**config.mk**
```make
export PLATFORM = sky130hd
export DESIGN_NAME = dac_sample_generator
export DESIGN_NICKNAME = d
export VERILOG_FILES = /design/src/rtl/dac_sample_generator.sv
export SDC_FILE = /design/constraint.sdc
export NUM_CORES = 1
export LEC_CHECK = 0
export BUFFER_PORTS_ARGS = -buffer_cell sky130_fd_sc_hd__buf_2
export CAP_MARGIN = 40
export CORE_AREA = 2 2 140 142
export CTS_BUF_LIST = sky130_fd_sc_hd__clkbuf_8 sky130_fd_sc_hd__clkbuf_16
export DETAILED_ROUTE_END_ITERATION = 12
export DIE_AREA = 0 0 142 144
export GPL_ROUTABILITY_DRIVEN = 0
export SLEW_MARGIN = 20
export SYNTH_ARGS = -nofsm -noshare
export SYNTH_HDL_FRONTEND = slang
export SYNTH_SLANG_ARGS = --single-unit
```
**constraint.sdc**
```tcl
create_clock -name CLOCK -period 3.1 [get_ports CLOCK]
set_clock_uncertainty 0.15 [all_clocks]
set_input_delay 0.465 -clock CLOCK [delete_from_list [all_inputs] [get_ports CLOCK]]
set_output_delay 0.465 -clock CLOCK [all_outputs]
set_load 0.02 [all_outputs]
```
**src/rtl/dac_sample_generator.sv**
```systemverilog
// Sample generator for the SPI DAC adapter: a phase accumulator stepped on a divided
// sample tick, a two-stage waveform pipeline and a VALID/READY output register.
module dac_sample_generator #(
    parameter int CLK_DIV = 3200,
    parameter int PHASE_W = 16
) (
    input  logic               CLOCK,
    input  logic               RESET_N,
    input  logic               ENABLE,
    input  logic [1:0]         MODE,
    input  logic [PHASE_W-1:0] FREQ_WORD,
    input  logic               READY,
    input  logic               CLEAR_OVR,
    output logic [11:0]        SAMPLE,
    output logic               VALID,
    output logic               OVERRUN,
    output logic [PHASE_W-1:0] PHASE
);

    localparam int CNT_W = (CLK_DIV > 1) ? $clog2(CLK_DIV) : 1;
    localparam logic [CNT_W-1:0] CNT_LAST = CNT_W'(CLK_DIV - 1);

    typedef enum logic [1:0] {
        MODE_SAW = 2'd0,
        MODE_TRI = 2'd1,
        MODE_SQR = 2'd2,
        MODE_SIN = 2'd3
    } mode_e;

    // First quadrant, sampled at bin centres so the quadrant folds are symmetric.
    localparam logic [10:0] SINE_ROM [64] = '{
        11'd25,   11'd75,   11'd126,  11'd176,  11'd226,  11'd275,  11'd325,  11'd375,
        11'd424,  11'd473,  11'd522,  11'd570,  11'd618,  11'd666,  11'd713,  11'd760,
        11'd807,  11'd852,  11'd898,  11'd943,  11'd987,  11'd1031, 11'd1074, 11'd1116,
        11'd1158, 11'd1199, 11'd1239, 11'd1279, 11'd1318, 11'd1356, 11'd1393, 11'd1430,
        11'd1465, 11'd1500, 11'd1533, 11'd1566, 11'd1598, 11'd1629, 11'd1659, 11'd1688,
        11'd1716, 11'd1743, 11'd1769, 11'd1793, 11'd1817, 11'd1840, 11'd1861, 11'd1881,
        11'd1901, 11'd1919, 11'd1936, 11'd1951, 11'd1966, 11'd1979, 11'd1992, 11'd2003,
        11'd2012, 11'd2021, 11'd2028, 11'd2035, 11'd2039, 11'd2043, 11'd2046, 11'd2047
    };

    logic [CNT_W-1:0]   cnt_q,      cnt_d;
    logic [PHASE_W-1:0] phase_q,    phase_d;
    logic               s1_vld_q,   s1_vld_d;
    mode_e              s1_mode_q,  s1_mode_d;
    logic [PHASE_W-1:0] s1_phase_q, s1_phase_d;
    logic [11:0]        sample_q,   sample_d;
    logic               valid_q,    valid_d;
    logic               ovr_q,      ovr_d;

    logic        tick;
    logic [1:0]  quad;
    logic [5:0]  idx;
    logic [5:0]  rom_addr;
    logic [10:0] rom_val;
    logic [11:0] mapped;

    always_comb begin
        tick       = ENABLE && (cnt_q == CNT_LAST);
        cnt_d      = (ENABLE && !tick) ? cnt_q + 1'b1 : '0;
        phase_d    = tick ? phase_q + FREQ_WORD : phase_q;
        s1_vld_d   = tick;
        s1_mode_d  = tick ? mode_e'(MODE) : s1_mode_q;
        s1_phase_d = tick ? phase_d : s1_phase_q;
    end

    // Quadrants 1 and 3 read the table backwards; 63-idx is the bitwise inverse.
    always_comb begin
        quad     = s1_phase_q[PHASE_W-1 -: 2];
        idx      = s1_phase_q[PHASE_W-3 -: 6];
        rom_addr = quad[0] ? ~idx : idx;
        rom_val  = SINE_ROM[rom_addr];
        mapped   = 12'h800;
        case (s1_mode_q)
            MODE_SAW: mapped = s1_phase_q[PHASE_W-1 -: 12];
            MODE_TRI: mapped = s1_phase_q[PHASE_W-1] ? ~s1_phase_q[PHASE_W-2 -: 12]
                                                     :  s1_phase_q[PHASE_W-2 -: 12];
            MODE_SQR: mapped = s1_phase_q[PHASE_W-1] ? 12'h000 : 12'hFFF;
            MODE_SIN: mapped = quad[1] ? (12'd2047 - {1'b0, rom_val})
                                       : (12'd2048 + {1'b0, rom_val});
            default:  mapped = 12'h800;
        endcase
    end

    // A load overrides the clear from a same-edge transfer; an overrun overrides CLEAR_OVR.
    always_comb begin
        sample_d = sample_q;
        valid_d  = valid_q;
        ovr_d    = ovr_q;
        if (valid_q && READY) begin
            valid_d = 1'b0;
        end
        if (CLEAR_OVR) begin
            ovr_d = 1'b0;
        end
        if (s1_vld_q) begin
            sample_d = mapped;
            valid_d  = 1'b1;
            if (valid_q && !READY) begin
                ovr_d = 1'b1;
            end
        end
    end

    always_ff @(posedge CLOCK or negedge RESET_N) begin
        if (!RESET_N) begin
            cnt_q      <= '0;
            phase_q    <= '0;
            s1_vld_q   <= 1'b0;
            s1_mode_q  <= MODE_SAW;
            s1_phase_q <= '0;
            sample_q   <= 12'h800;
            valid_q    <= 1'b0;
            ovr_q      <= 1'b0;
        end else begin
            cnt_q      <= cnt_d;
            phase_q    <= phase_d;
            s1_vld_q   <= s1_vld_d;
            s1_mode_q  <= s1_mode_d;
            s1_phase_q <= s1_phase_d;
            sample_q   <= sample_d;
            valid_q    <= valid_d;
            ovr_q      <= ovr_d;
        end
    end

    assign SAMPLE  = sample_q;
    assign VALID   = valid_q;
    assign OVERRUN = ovr_q;
    assign PHASE   = phase_q;

endmodule

```
Word-level counts from Yosys, hierarchy flattened. Memory sizes are Yosys's and may differ from the RTL's. Index checks and enable logic that the tools add are counted.

Flip-flop bits (word level): 61. ROM bits: 704. Input port bits: 23. Output and inout port bits: 30. Word-level logic and storage cells: 43. Memories kept: 1.

Memories: (name not given) (depth 64, bits a word 11, read ports 1, clocked after memory_dff 0, write ports 0, RTL line 72) `rom_val = SINE_ROM[rom_addr];`.

Add/subtract/negate cells: 4. Magnitude comparators: 1. Eq/ne operators: 4. Mux-type cells: 14. Bitwise operators: 3. Reductions and logical operators: 8.

Operators by type and width (count): two-way mux 12 bit (4); case mux 12 bit (4 select lines) (1); two-way mux 11 bit (2); adder 16 bit (1); two-way mux 16 bit (1); adder 12 x 1 -> 12 bit (second input constant) (1); adder 12 x 11 -> 12 bit (first input constant) (1); == test 12 bit (second input constant) (1); NOT 12 bit (1); subtractor 11 x 11 -> 12 bit (first input constant) (1); greater-or-equal comparator 7 bit (second input constant) (1); NOT 6 -> 7 bit (1); two-way mux 6 bit (1); NOT 6 bit (1); two-way mux 1 bit (5); == test 2 bit (second input constant) (2); logical AND 1 bit (4); == test 2 x 1 -> 1 bit (second input constant) (1); logical NOT 1 bit (2); logical NOT 2 bit (1); nonzero test 2 bit (1).

Depth between registers and ports, before layout.
Depth after elaboration: 9. Depth in mapped cells: 15. Depth with buffers taken out: 10.

Worst setup path after synthesis. Ideal clock, no wire load.

Path kind: reg2reg. Start point: register s1_phase_q[14]. End point: register sample_q[3], in the netlist SAMPLE[3]. Library setup time: 141 ps. Data arrival time: 2969 ps. Required time: 2809 ps. Slack: -161 ps. Cell stages (with the launch flop): 16. Path buffers: 5. Clock period less this slack: 3261 ps. Path through: dfrtp_1 > buf_6 > buf_6 > buf_6 > buf_2 > xor2_1 > inv_1 > ha_1 > clkbuf_1 > o21ai_0 > o21ai_0 > mux4_2 > a21oi_1 > a211oi_2 > xnor2_1 > a31oi_1.

Word-level cells in the longest chain between the ends: 8. Elaborated cells on any way between the ends: 9. Those cells by class: 2 x add/sub; 5 x mux; 1 x bitwise; 1 x memory.

RTL lines: from (decl) (RTL line 46) `logic [PHASE_W-1:0] s1_phase_q, s1_phase_d;`; from (signal assigned) (RTL line 120) `s1_phase_q <= s1_phase_d;`; two-way mux 6 bit (*) (RTL line 71) `rom_addr = quad[0] ? ~idx : idx;`; NOT 6 -> 7 bit (not written as such) (*) (RTL line 72); memory (64 x 11 bit) (*); two-way mux 11 bit (not written as such) (*) (2 in a row) (RTL line 72); adder 12 x 11 -> 12 bit / subtractor 11 x 11 -> 12 bit (equally long branches) (RTL line 80, 79); two-way mux 12 bit (*) (RTL line 79) `MODE_SIN: mapped = quad[1] ? (12'd2047 - {1'b0, rom_val})`; case mux 12 bit (4 select lines) (*) (RTL line 74) `case (s1_mode_q)`; to (signal assigned) (RTL line 121) `sample_q <= sample_d;`; to (decl) (RTL line 47) `logic [11:0] sample_q, sample_d;`.

Every way passes the cells marked *; elsewhere a longest branch is shown, timed or not. The select of a mux whose other input is x is not followed. A chain may end at the register's enable or synchronous reset.

Final worst setup path.
Start point: register s1_phase_q[11]. End point: register sample_q[0], in the netlist SAMPLE[0].

Word-level cells in the longest chain between the ends: 9. Elaborated cells on any way between the ends: 10. Those cells by class: 2 x add/sub; 5 x mux; 2 x bitwise; 1 x memory.

RTL lines (RTL line): NOT 6 bit (71); two-way mux 6 bit (*) (71); NOT 6 -> 7 bit (not written as such) (*) (72); memory (64 x 11 bit) (*); two-way mux 11 bit (not written as such) (*) (2 in a row) (72); adder 12 x 11 -> 12 bit / subtractor 11 x 11 -> 12 bit (equally long branches) (80, 79); two-way mux 12 bit (*) (79); case mux 12 bit (4 select lines) (*) (74).

Marked as above.

==> flow_metrics.tcl <==
set metrics [dict create \
    grt_overflow 0 \
    clk_latency_ps 330 \
    crit_end "SAMPLE[0]" \
    num_rows 51 \
    syn_to_final_growth_pct 15.9 \
    drtIter0Drc 532 \
    netlist_area_um2 5610 \
    hold_path.class "input port to flop" \
    cts_sinks 58 \
    synth_xor_area_frac 0.0560 \
    fin_nets 823 \
    timing.final.ws_setup_ps 161 \
    routed_wl_um 18200 \
    layout_commonest_cell "nand2_1" \
    grt_pass1_vias 5527 \
    reg2reg_depth 8 \
    p_clk_frac 0.544 \
    p_int_mw 1.46 \
    antenna_found_initial 0 \
    power_leakage_nw 2.94 \
    power_switching_mw 0.399 \
    start_util 0.294 \
    status "completed" \
    cap_violations 0 \
    hold_viol 0 \
    cts_max_level 3 \
    io_buffers 52 \
    final_max_slew_viol_count 0 \
    synth.avg_cell_area_um2 7.62 \
    gr-usage-all-layers 0.179 \
    cts_made_buffers 9 \
    wl_per_cell_um 17.9 \
    combPwrFrac 0.044 \
    yosysTopAreaCell "dfrtp_1" \
    ys_seq_elements 58 \
    ant_nets 0 \
    synthArstFlopShare 1.00 \
    r2r_start "s1_phase_q[11]" \
    slew_headroom 0.441 \
    synth.area.mux_share 0.0248 \
    io_pins 53 \
    yosysWarnings 0 \
    dominantRegCellSynth "dfrtp_1" \
    dr.pass1.iters 5 \
    synth-simple-area-share 0.228 \
    antennaDiodeCount 0 \
    synth_cells 736 \
    final_cell_mix "nand2_1, o21ai_0, dfrtp_1" \
    cp_max_fo 13 \
    place_hpwl_um 13200 \
    synth_edf_count 0 \
    drive_gt1_frac 0.162 \
    tightest_slew_ps 833 \
    grt_max_degree 66 \
    reg2reg_setup_slack_ps 160 \
    max_freq_ghz 0.340 \
    dieArea_um2 20400 \
    fin_setup_tns_ps 0 \
    cts_root_buf "clkbuf_16" \
    pre_cts_ws_ps 255 \
    criticalPathCategory "flop to flop" \
    critPathLaunch "s1_phase_q[11]" \
    vias 5882 \
    syn_nets 784 \
    period_needed_ps 2940 \
    design.core.area_um2 19100 \
    die_h_um 144 \
    clkTransAtPathRegs_ps 50 \
    rsz0062_at_grt "false" \
    yosys.area_share.adder 0.0571 \
    sw_frac_of_total 0.215 \
    die-width_um 142 \
    setup_viol 0 \
    ir_drop_v 0.000363 \
    post_cts_buffers 0 \
    grt_pass1_wl_um 29500 \
    r2r-end "SAMPLE[0]" \
    fin_crit_sh 0.948 \
    yosysTopAreaCellShare 0.254 \
    pwr-share-seq 0.412 \
    ys_types 82 \
    drc 0 \
    ys_seq_area_frac 0.259 \
    critPathLaunchType "flop" \
    arrival_ps 2980 \
    drt-vias-per-instance 5.78 \
    cts_tree "built" \
    p_per_area_nw_per_um2 285 \
    clockBufferDepth 2 \
    synth_top_family_by_area "compound AO/OA/AOI/OAI gates" \
    cp-end-kind "flop" \
    synth_area_leaders "dfrtp_1, nand2_1, ha_1, o21ai_0, a21oi_1" \
    critical_path_required_ps 3140 \
    synth_compound_area_frac 0.300 \
]
## kinds of logic (layout without fill, tap and decap cells)
kind of cell | after synthesis | count (layout)
adder cells (fa/ha/maj) | 25 | 25
multiplexers | 11 | 11
XOR/XNOR | 35 | 35
AO/OA/AOI/OAI | 255 | 255
flip-flops | 58 | 58
AND/OR/NAND/NOR | 264 | 264
buffers and inverters | 88 | 132
## registers in the layout, summed over array words and instances, names as in the netlist, named ones only
name        flops
s1_vld_q        1
SAMPLE         12
OVERRUN         1
PHASE          13
s1_phase_q     13
s1_mode_q       2
VALID           1
cnt_q          12
## final cells by class
cell class / count / area (um^2)
Clock buffer: 11 / 253
Inverter: 27 / 101
Fill cell: 2005 / 12600
Multi-Input combinational cell: 590 / 3760
Tap cell: 238 / 298
Sequential cell: 58 / 1460
Timing Repair Buffer: 89 / 578
Clock inverter: 5 / 53.8
## power by group through the flow
stage | combinational [mW] | clock [mW] | sequential (mW)
floorplan | 0.0367 | 0 | 0.776
global placement | 0.0782 | 0 | 0.777
detailed placement | 0.0784 | 0 | 0.777
CTS | 0.0790 | 1.03 | 0.764
global route | 0.0933 | 1.07 | 0.764
finish | 0.0819 | 1.01 | 0.764
## what timing repair did
action | in CTS | in global routing
resized for setup | 0 | 0
endpoints found under the hold margin | 0 | 47
setup endpoints to repair | 0 | 0
hold buffers | 0 | 1
## through the flow
step	hold WS, ps	power [mW]	std cells	cell area (um^2)	util
detailed placement	340	0.855	1000	6160	0.323
CTS	84.2	1.87	1016	6470	0.339
global route	177	1.93	1018	6500	0.341
finish	175	1.85	1018	6500	0.341
floorplan	19.4	0.813	736	5640	-
global placement	336	0.855	1000	6160	0.323
## metal layers
metal	wire (um)	GRT usage	up-vias
met4	826	0.0947	0
met5	0	0	-
met1	7610	0.233	2734
met3	1500	0.0278	72
met2	8270	0.289	305
li1	-	-	2771
## worst max-delay path, cell delays in order (launching register included)
cell and delay [ps]:
dfrtp_1 750, buf_4 270, nand2b_1 350, o22ai_1 120, a22oi_1 150, o211ai_1 130
a221oi_1 560, o21ba_2 210, o221ai_1 100
## synthesized netlist by cell type (11+ instances only)
master	count
buf_2	20
and3_1	11
a21oi_1	54
o21ai_0	60
nor3_1	16
xnor2_1	18
nand3_1	25
nor2b_1	12
dfrtp_1	57
nand2b_1	22
clkbuf_1	25
ha_1	24
nand2_1	102
nor2_1	35
inv_1	23
a31oi_1	12
o22ai_1	11
xor2_1	16
a211oi_1	15
## worst min path at each step
stage / slack, ps / start / cells after the start / endpoint
2_1_floorplan: 20 / RESET_N / 0 / OVERRUN
3_3_place_gp: 340 / PHASE[13] / 2 / PHASE[13]
3_5_place_dp: 340 / PHASE[13] / 2 / PHASE[13]
4_1_cts: 80 / RESET_N / 1 / s1_vld_q
5_1_grt: 180 / CLEAR_OVR / 2 / OVERRUN
6_report: 170 / CLEAR_OVR / 2 / OVERRUN
No activity file was read; power rests on OpenSTA's default activity.
